===== src/rtl/spi_sched_pkg.sv =====
// Shared types and default constants for the spi_master capture scheduler.
package spi_sched_pkg;

    localparam int WORD_W          = 32;
    localparam int DEF_POLL_PERIOD = 3900;
    localparam int DEF_RST_CYCLES  = 2;
    localparam int DEF_TIMEOUT     = 96;
    localparam int DEF_FIFO_DEPTH  = 4;

    typedef logic [WORD_W-1:0] word_t;

    typedef enum logic [2:0] {
        ST_IDLE    = 3'd0,
        ST_RST     = 3'd1,
        ST_START   = 3'd2,
        ST_WAIT    = 3'd3,
        ST_CAPTURE = 3'd4
    } sched_state_e;

endpackage


===== src/rtl/sched_word_fifo.sv =====
// Synchronous word FIFO with occupancy level; head word is visible combinationally from storage.
// Latency: push visible at head one cycle later; push on full is refused unless a pop occurs in the same cycle.
module sched_word_fifo
    import spi_sched_pkg::*;
#(
    parameter int DEPTH = DEF_FIFO_DEPTH
) (
    input  logic                    clk,
    input  logic                    rstn,
    input  logic                    push_vld,
    input  word_t                   push_dat,
    input  logic                    pop_rdy,
    output word_t                   head_dat,
    output logic                    empty,
    output logic                    full,
    output logic [$clog2(DEPTH):0]  level
);

    localparam int AW = $clog2(DEPTH);

    word_t         mem_q [DEPTH];
    word_t         mem_d [DEPTH];
    logic [AW-1:0] wr_ptr_q, wr_ptr_d;
    logic [AW-1:0] rd_ptr_q, rd_ptr_d;
    logic [AW:0]   level_q, level_d;
    logic          push_en;
    logic          pop_en;

    assign empty    = (level_q == '0);
    assign full     = (level_q == (AW+1)'(DEPTH));
    assign pop_en   = pop_rdy & ~empty;
    // A pop in the same cycle frees the slot the push needs.
    assign push_en  = push_vld & (~full | pop_en);
    assign head_dat = mem_q[rd_ptr_q];
    assign level    = level_q;

    always_comb begin
        mem_d    = mem_q;
        wr_ptr_d = wr_ptr_q;
        rd_ptr_d = rd_ptr_q;
        level_d  = level_q;
        if (push_en) begin
            mem_d[wr_ptr_q] = push_dat;
            wr_ptr_d        = wr_ptr_q + 1'b1;
        end
        if (pop_en) begin
            rd_ptr_d = rd_ptr_q + 1'b1;
        end
        case ({push_en, pop_en})
            2'b10:   level_d = level_q + 1'b1;
            2'b01:   level_d = level_q - 1'b1;
            default: level_d = level_q;
        endcase
    end

    always_ff @(posedge clk or negedge rstn) begin
        if (!rstn) begin
            for (int i = 0; i < DEPTH; i++) begin
                mem_q[i] <= '0;
            end
            wr_ptr_q <= '0;
            rd_ptr_q <= '0;
            level_q  <= '0;
        end else begin
            mem_q    <= mem_d;
            wr_ptr_q <= wr_ptr_d;
            rd_ptr_q <= rd_ptr_d;
            level_q  <= level_d;
        end
    end

endmodule


===== src/rtl/spi_capture_sched.sv =====
// Periodically runs a reset/start/capture sequence on spi_master and buffers captured words.
// Latency: spi_start RST_CYCLES+1 after trig, word_valid 2 cycles after spi_done; full FIFO drops the word and flags overflow.
module spi_capture_sched
    import spi_sched_pkg::*;
#(
    parameter int POLL_PERIOD = DEF_POLL_PERIOD,
    parameter int RST_CYCLES  = DEF_RST_CYCLES,
    parameter int TIMEOUT     = DEF_TIMEOUT,
    parameter int FIFO_DEPTH  = DEF_FIFO_DEPTH
) (
    input  logic                          clk,
    input  logic                          rstn,
    input  logic                          enable,
    input  logic                          clear_err,
    output logic                          spi_rstn,
    output logic                          spi_start,
    input  logic                          spi_busy,
    input  logic                          spi_done,
    input  logic [WORD_W-1:0]             spi_data,
    output logic [WORD_W-1:0]             word_data,
    output logic                          word_valid,
    input  logic                          word_ready,
    output logic [$clog2(FIFO_DEPTH):0]   fifo_level,
    output logic                          timeout_err,
    output logic                          overrun_err,
    output logic                          overflow_err
);

    localparam int PER_W  = $clog2(POLL_PERIOD);
    localparam int TMO_W  = $clog2(TIMEOUT);
    localparam int RSTC_W = $clog2(RST_CYCLES + 1);

    sched_state_e      state_q, state_d;
    logic [PER_W-1:0]  per_cnt_q, per_cnt_d;
    logic              trig_q, trig_d;
    logic [RSTC_W-1:0] rst_cnt_q, rst_cnt_d;
    logic [TMO_W-1:0]  tmo_cnt_q, tmo_cnt_d;
    word_t             cap_dat_q, cap_dat_d;
    logic              spi_rstn_q, spi_rstn_d;
    logic              spi_start_q, spi_start_d;
    logic              tmo_err_q, tmo_err_d;
    logic              ovr_err_q, ovr_err_d;
    logic              ovf_err_q, ovf_err_d;
    logic              push_vld;
    logic              tmo_evt, ovr_evt, ovf_evt;
    logic              fifo_empty, fifo_full, fifo_pop;
    logic              spi_busy_unused;

    // Busy is informational only; sequencing relies on done and the timeout.
    assign spi_busy_unused = spi_busy;

    always_comb begin
        per_cnt_d = per_cnt_q;
        trig_d    = 1'b0;
        if (!enable) begin
            per_cnt_d = '0;
        end else if (per_cnt_q == PER_W'(POLL_PERIOD - 1)) begin
            per_cnt_d = '0;
            trig_d    = 1'b1;
        end else begin
            per_cnt_d = per_cnt_q + 1'b1;
        end
    end

    assign fifo_pop = word_ready & ~fifo_empty;

    always_comb begin
        state_d   = state_q;
        rst_cnt_d = rst_cnt_q;
        tmo_cnt_d = tmo_cnt_q;
        cap_dat_d = cap_dat_q;
        push_vld  = 1'b0;
        tmo_evt   = 1'b0;
        ovf_evt   = 1'b0;
        ovr_evt   = trig_q & (state_q != ST_IDLE);
        case (state_q)
            ST_IDLE: begin
                if (trig_q) begin
                    state_d   = ST_RST;
                    rst_cnt_d = '0;
                end
            end
            ST_RST: begin
                if (rst_cnt_q == RSTC_W'(RST_CYCLES - 1)) begin
                    state_d = ST_START;
                end else begin
                    rst_cnt_d = rst_cnt_q + 1'b1;
                end
            end
            ST_START: begin
                tmo_cnt_d = '0;
                state_d   = ST_WAIT;
            end
            ST_WAIT: begin
                // Done takes priority, so a done on the last counted cycle is still captured.
                if (spi_done) begin
                    cap_dat_d = spi_data;
                    state_d   = ST_CAPTURE;
                end else if (tmo_cnt_q == TMO_W'(TIMEOUT - 1)) begin
                    tmo_evt = 1'b1;
                    state_d = ST_IDLE;
                end else begin
                    tmo_cnt_d = tmo_cnt_q + 1'b1;
                end
            end
            ST_CAPTURE: begin
                push_vld = 1'b1;
                ovf_evt  = fifo_full & ~fifo_pop;
                state_d  = ST_IDLE;
            end
            default: begin
                state_d = ST_IDLE;
            end
        endcase
        spi_rstn_d  = (state_d != ST_RST);
        spi_start_d = (state_d == ST_START);
    end

    // A new error event outranks a simultaneous clear.
    always_comb begin
        tmo_err_d = tmo_evt ? 1'b1 : (clear_err ? 1'b0 : tmo_err_q);
        ovr_err_d = ovr_evt ? 1'b1 : (clear_err ? 1'b0 : ovr_err_q);
        ovf_err_d = ovf_evt ? 1'b1 : (clear_err ? 1'b0 : ovf_err_q);
    end

    always_ff @(posedge clk or negedge rstn) begin
        if (!rstn) begin
            state_q     <= ST_IDLE;
            per_cnt_q   <= '0;
            trig_q      <= 1'b0;
            rst_cnt_q   <= '0;
            tmo_cnt_q   <= '0;
            cap_dat_q   <= '0;
            spi_rstn_q  <= 1'b0;
            spi_start_q <= 1'b0;
            tmo_err_q   <= 1'b0;
            ovr_err_q   <= 1'b0;
            ovf_err_q   <= 1'b0;
        end else begin
            state_q     <= state_d;
            per_cnt_q   <= per_cnt_d;
            trig_q      <= trig_d;
            rst_cnt_q   <= rst_cnt_d;
            tmo_cnt_q   <= tmo_cnt_d;
            cap_dat_q   <= cap_dat_d;
            spi_rstn_q  <= spi_rstn_d;
            spi_start_q <= spi_start_d;
            tmo_err_q   <= tmo_err_d;
            ovr_err_q   <= ovr_err_d;
            ovf_err_q   <= ovf_err_d;
        end
    end

    sched_word_fifo #(
        .DEPTH (FIFO_DEPTH)
    ) u_fifo (
        .clk      (clk),
        .rstn     (rstn),
        .push_vld (push_vld),
        .push_dat (cap_dat_q),
        .pop_rdy  (word_ready),
        .head_dat (word_data),
        .empty    (fifo_empty),
        .full     (fifo_full),
        .level    (fifo_level)
    );

    assign word_valid   = ~fifo_empty;
    assign spi_rstn     = spi_rstn_q;
    assign spi_start    = spi_start_q;
    assign timeout_err  = tmo_err_q;
    assign overrun_err  = ovr_err_q;
    assign overflow_err = ovf_err_q;

endmodule


===== config.mk =====
export PLATFORM = sky130hd
export DESIGN_NAME = spi_capture_sched
export DESIGN_NICKNAME = d
export VERILOG_FILES = /design/src/rtl/spi_sched_pkg.sv /design/src/rtl/sched_word_fifo.sv /design/src/rtl/spi_capture_sched.sv
export SDC_FILE = /design/constraint.sdc
export NUM_CORES = 1
export LEC_CHECK = 0
export CORE_MARGIN = 2
export CORE_UTILIZATION = 30
export CTS_CLUSTER_DIAMETER = 200
export DETAILED_ROUTE_END_ITERATION = 7
export GPL_ROUTABILITY_DRIVEN = 0
export GPL_TIMING_DRIVEN = 0
export PLACE_DENSITY_LB_ADDON = 0.08
export SYNTH_ARGS = -nofsm -noshare
export SYNTH_HDL_FRONTEND = slang
export SYNTH_SLANG_ARGS = --single-unit

===== constraint.sdc =====
create_clock -name clk -period 6.3 [get_ports clk]
set_clock_uncertainty 0.15 [all_clocks]
set_input_delay 0.63 -clock clk [delete_from_list [all_inputs] [get_ports clk]]
set_output_delay 0.63 -clock clk [all_outputs]
set_load 0.03 [all_outputs]

==> metrics <==
power density over cell area=approximately 460 mW/mm2; initial standard-cell utilization of the core=0.303; first-pass iteration count of the detailed router=4; Netlist Area Pre-Place=between 0.009 and 0.01 mm2; Hold WC Path Type=input port to asynchronous set/reset pin; Synth Area in Simple Gates=0.0531; first-pass GRT wire length=31.6 mm; number of global-route vias before repair=5316; total of cells resized after clock tree synthesis=0; synth warn=0; most common cell after layout, fill and taps aside=sky130_fd_sc_hd__dfrtp_1; endpoint arrival time on the critical path=about 2.9 ns; Post-Synthesis Cells=roughly 570; DP Worst Slack=about 3 ns; final setup violation count=0; worst vdd rail ir drop=about 0.19 mV; number of buffers between clock root and the deepest sink=2; clock tree root driver cell=sky130_fd_sc_hd__clkbuf_16; total wire length=slightly below 20 mm; Slew @ Worst Pin=~0.9 ns; number of violations reported at the end of detailed-routing iteration 0=211; die width=179 um; launching element of the worst setup path=u_fifo.rd_ptr_q[0]; worst reg2reg setup slack=approximately 3.6 ns; largest net degree at the start of global routing=between 100 and 150; CTS H-Tree Depth=4; Setup WS post-layout=roughly 2.6 ns; xor/xnor share of the synthesized area=0.0152; number of vias after detailed routing=between 4k and 5k; clock network latency to the later pin of the worst-skew pair=0.43 ns; end point of the critical path=word_data[26]; initial antenna violation count=1; prevailing post-synth register cell=sky130_fd_sc_hd__dfrtp_1; portion of the clock cycle consumed by the worst path in the final layout=0.586; overflow left after global routing=0; Clk pin slew, worst setup/hold paths=0.07 ns; detailed-route vias per instance=between 4 and 5; fraction of layout instances using a drive strength above 1=0.372; synthesized-area fraction occupied by adder cells=0.0130; final-layout setup total negative slack=0 ns; Post-synth EDFFs=0; Core Util, Final=0.367; number of setup buffers added after CTS=0; async set or reset register ratio after synthesis=1.00; final slew viol count=0; number of cells on the worst reg-to-reg path=10; number of nets in the synthesized netlist=614; largest family of logic cells by synthesized area=multiplexers; top-level I/O count=80; mux cell area share after synthesis=0.325; Final Hold Slack=roughly 0.15 ns; half-perimeter wire length after detailed placement=12.8 mm; total of max-cap violations=0; fraction of the yosys area taken by sequential cells=0.535; number of flip-flops and latches in the synthesized netlist=a little under 200; Area growth syn-to-layout=20.9%; Static Leakage=5.29 nW; data required time at the worst endpoint=about 5.5 ns; mean area per synthesized cell=approximately 16 um2; largest cells by area after synthesis=sky130_fd_sc_hd__dfrtp_1 (53%), sky130_fd_sc_hd__mux2_4 (20%), sky130_fd_sc_hd__mux4_2 (7.8%); fraction of synthesized cell area taken by the top area cell type=0.535; Core ar.=approximately 0.03 mm2; RSZ-0062 raised after global routing=no; number of hold-repair buffers added at the cts stage=0; DIE AREA=between 0.03 and 0.04 mm2; count of distinct cell types in the synthesized netlist=44; Synth Area in Compound Gates=0.0190; die height=between 150 and 200 um; destination of the worst register-to-register timing path=u_fifo.level[2]; reg2reg start=u_fifo.level[0]; count of antenna-violating nets left after detailed routing=0; PortBufs=78; DRC=0; minimum clock period after layout=roughly 3.7 ns; CP Launch Type=flop; GRT Overall Usage=0.132; achievable clock frequency=around 270 MHz; result of the run=finished clean; TritonCTS Sinks=approximately 200; row count=64; critical-path maximum fanout=10; worst slew slack as a fraction of its limit=0.389; final routed wire length divided by cell count=18.5 um; Setup Crit Path Kind=flop to primary output; number of buffers inserted during clock tree synthesis=17; Yosys top cell by area=sky130_fd_sc_hd__dfrtp_1; TritonCTS clock tree=done; Critical Path End Type=primary output; top library cells by usage in the layout, fill and taps aside=sky130_fd_sc_hd__dfrtp_1 (197), sky130_fd_sc_hd__mux2_4 (120), sky130_fd_sc_hd__clkdlybuf4s50_1 (77); final layout net count=between 700 and 800; number of hold violations in the final report=0; final total power=just over 0.005 W
## synthesized netlist by cell type, types with 8 or more instances
cell,instances
sky130_fd_sc_hd__dfrtp_1,197
sky130_fd_sc_hd__inv_1,13
sky130_fd_sc_hd__nand2_1,21
sky130_fd_sc_hd__xnor2_1,11
sky130_fd_sc_hd__nand3_1,10
sky130_fd_sc_hd__ha_1,8
sky130_fd_sc_hd__mux2_4,120
sky130_fd_sc_hd__buf_12,13
sky130_fd_sc_hd__clkbuf_1,9
sky130_fd_sc_hd__nor2_1,19
sky130_fd_sc_hd__mux4_2,32
sky130_fd_sc_hd__mux2_2,41
## state kept, by name, summed over array words and instances, names as in the netlist
register         count
trig_q               1
cap_dat_q           32
spi_start            1
overrun_err          1
spi_rstn             1
tmo_cnt_q            7
overflow_err         1
per_cnt_q           12
u_fifo.level         3
u_fifo.mem_q       128
state_q              3
u_fifo.wr_ptr_q      2
rst_cnt_q            2
u_fifo.rd_ptr_q      2
timeout_err          1
## critical path, stage by stage (launching register included)
cell,delay (ns)
sky130_fd_sc_hd__dfrtp_1,0.32
sky130_fd_sc_hd__clkbuf_1,0.46
sky130_fd_sc_hd__buf_2,0.49
sky130_fd_sc_hd__mux4_2,0.59
sky130_fd_sc_hd__clkdlybuf4s50_1,0.61
## routing by layer
layer	up-vias	global-route usage	routed length, um
li1	2229	-	-
met2	64	0.212	9680
met4	0	0.0366	182
met3	12	0.0360	697
met5	-	0	0
met1	2578	0.176	9290
## through the flow
stage | std cells | cell area [um2]
floorplan | 566 | 9220
global placement | 1040 | 10500
detailed placement | 1041 | 10500
CTS | 1073 | 11200
global route | 1073 | 11200
finish | 1074 | 11200
## kinds of logic after synthesis
family                     Yosys count
xor gates and xnor gates            16
and+or+nand+nor                     84
buffers and inverters               41
DFF                                197
muxes                              194
adders and majority gates            9
AOI/OAI and AO/OA                   25
## power by group
part	switching (W)	internal, W	leakage [nW]	total [W]
Clock	0.000494	0.000659	0.299	0.00115
Sequential	0.000359	0.00173	2.61	0.00209
Combinational	0.000814	0.00108	2.38	0.00189
## area by class of cell
cell class	count	area, um2
repair buffers	79	813
flip-flops and latches	197	4930
clock inverters	11	150
inverters	13	48.8
clock buffers	21	470
fillers	2883	19300
diodes	1	2.50
well taps	396	495
plain buffers	28	324
multi-input cells	328	3920
## worst min path at each step
stage	cells after the start	startpoint	endpoint	slack [ns]
floorplan	0	rstn	cap_dat_q[0]	0.18
global placement	2	rst_cnt_q[1]	rst_cnt_q[1]	0.32
detailed placement	1	per_cnt_q[0]	per_cnt_q[0]	0.32
CTS	1	rstn	cap_dat_q[3]	0.18
global route	1	rstn	cap_dat_q[8]	0.21
finish	1	rstn	cap_dat_q[8]	0.15
Note: power is estimated with default switching activity, not from simulation.
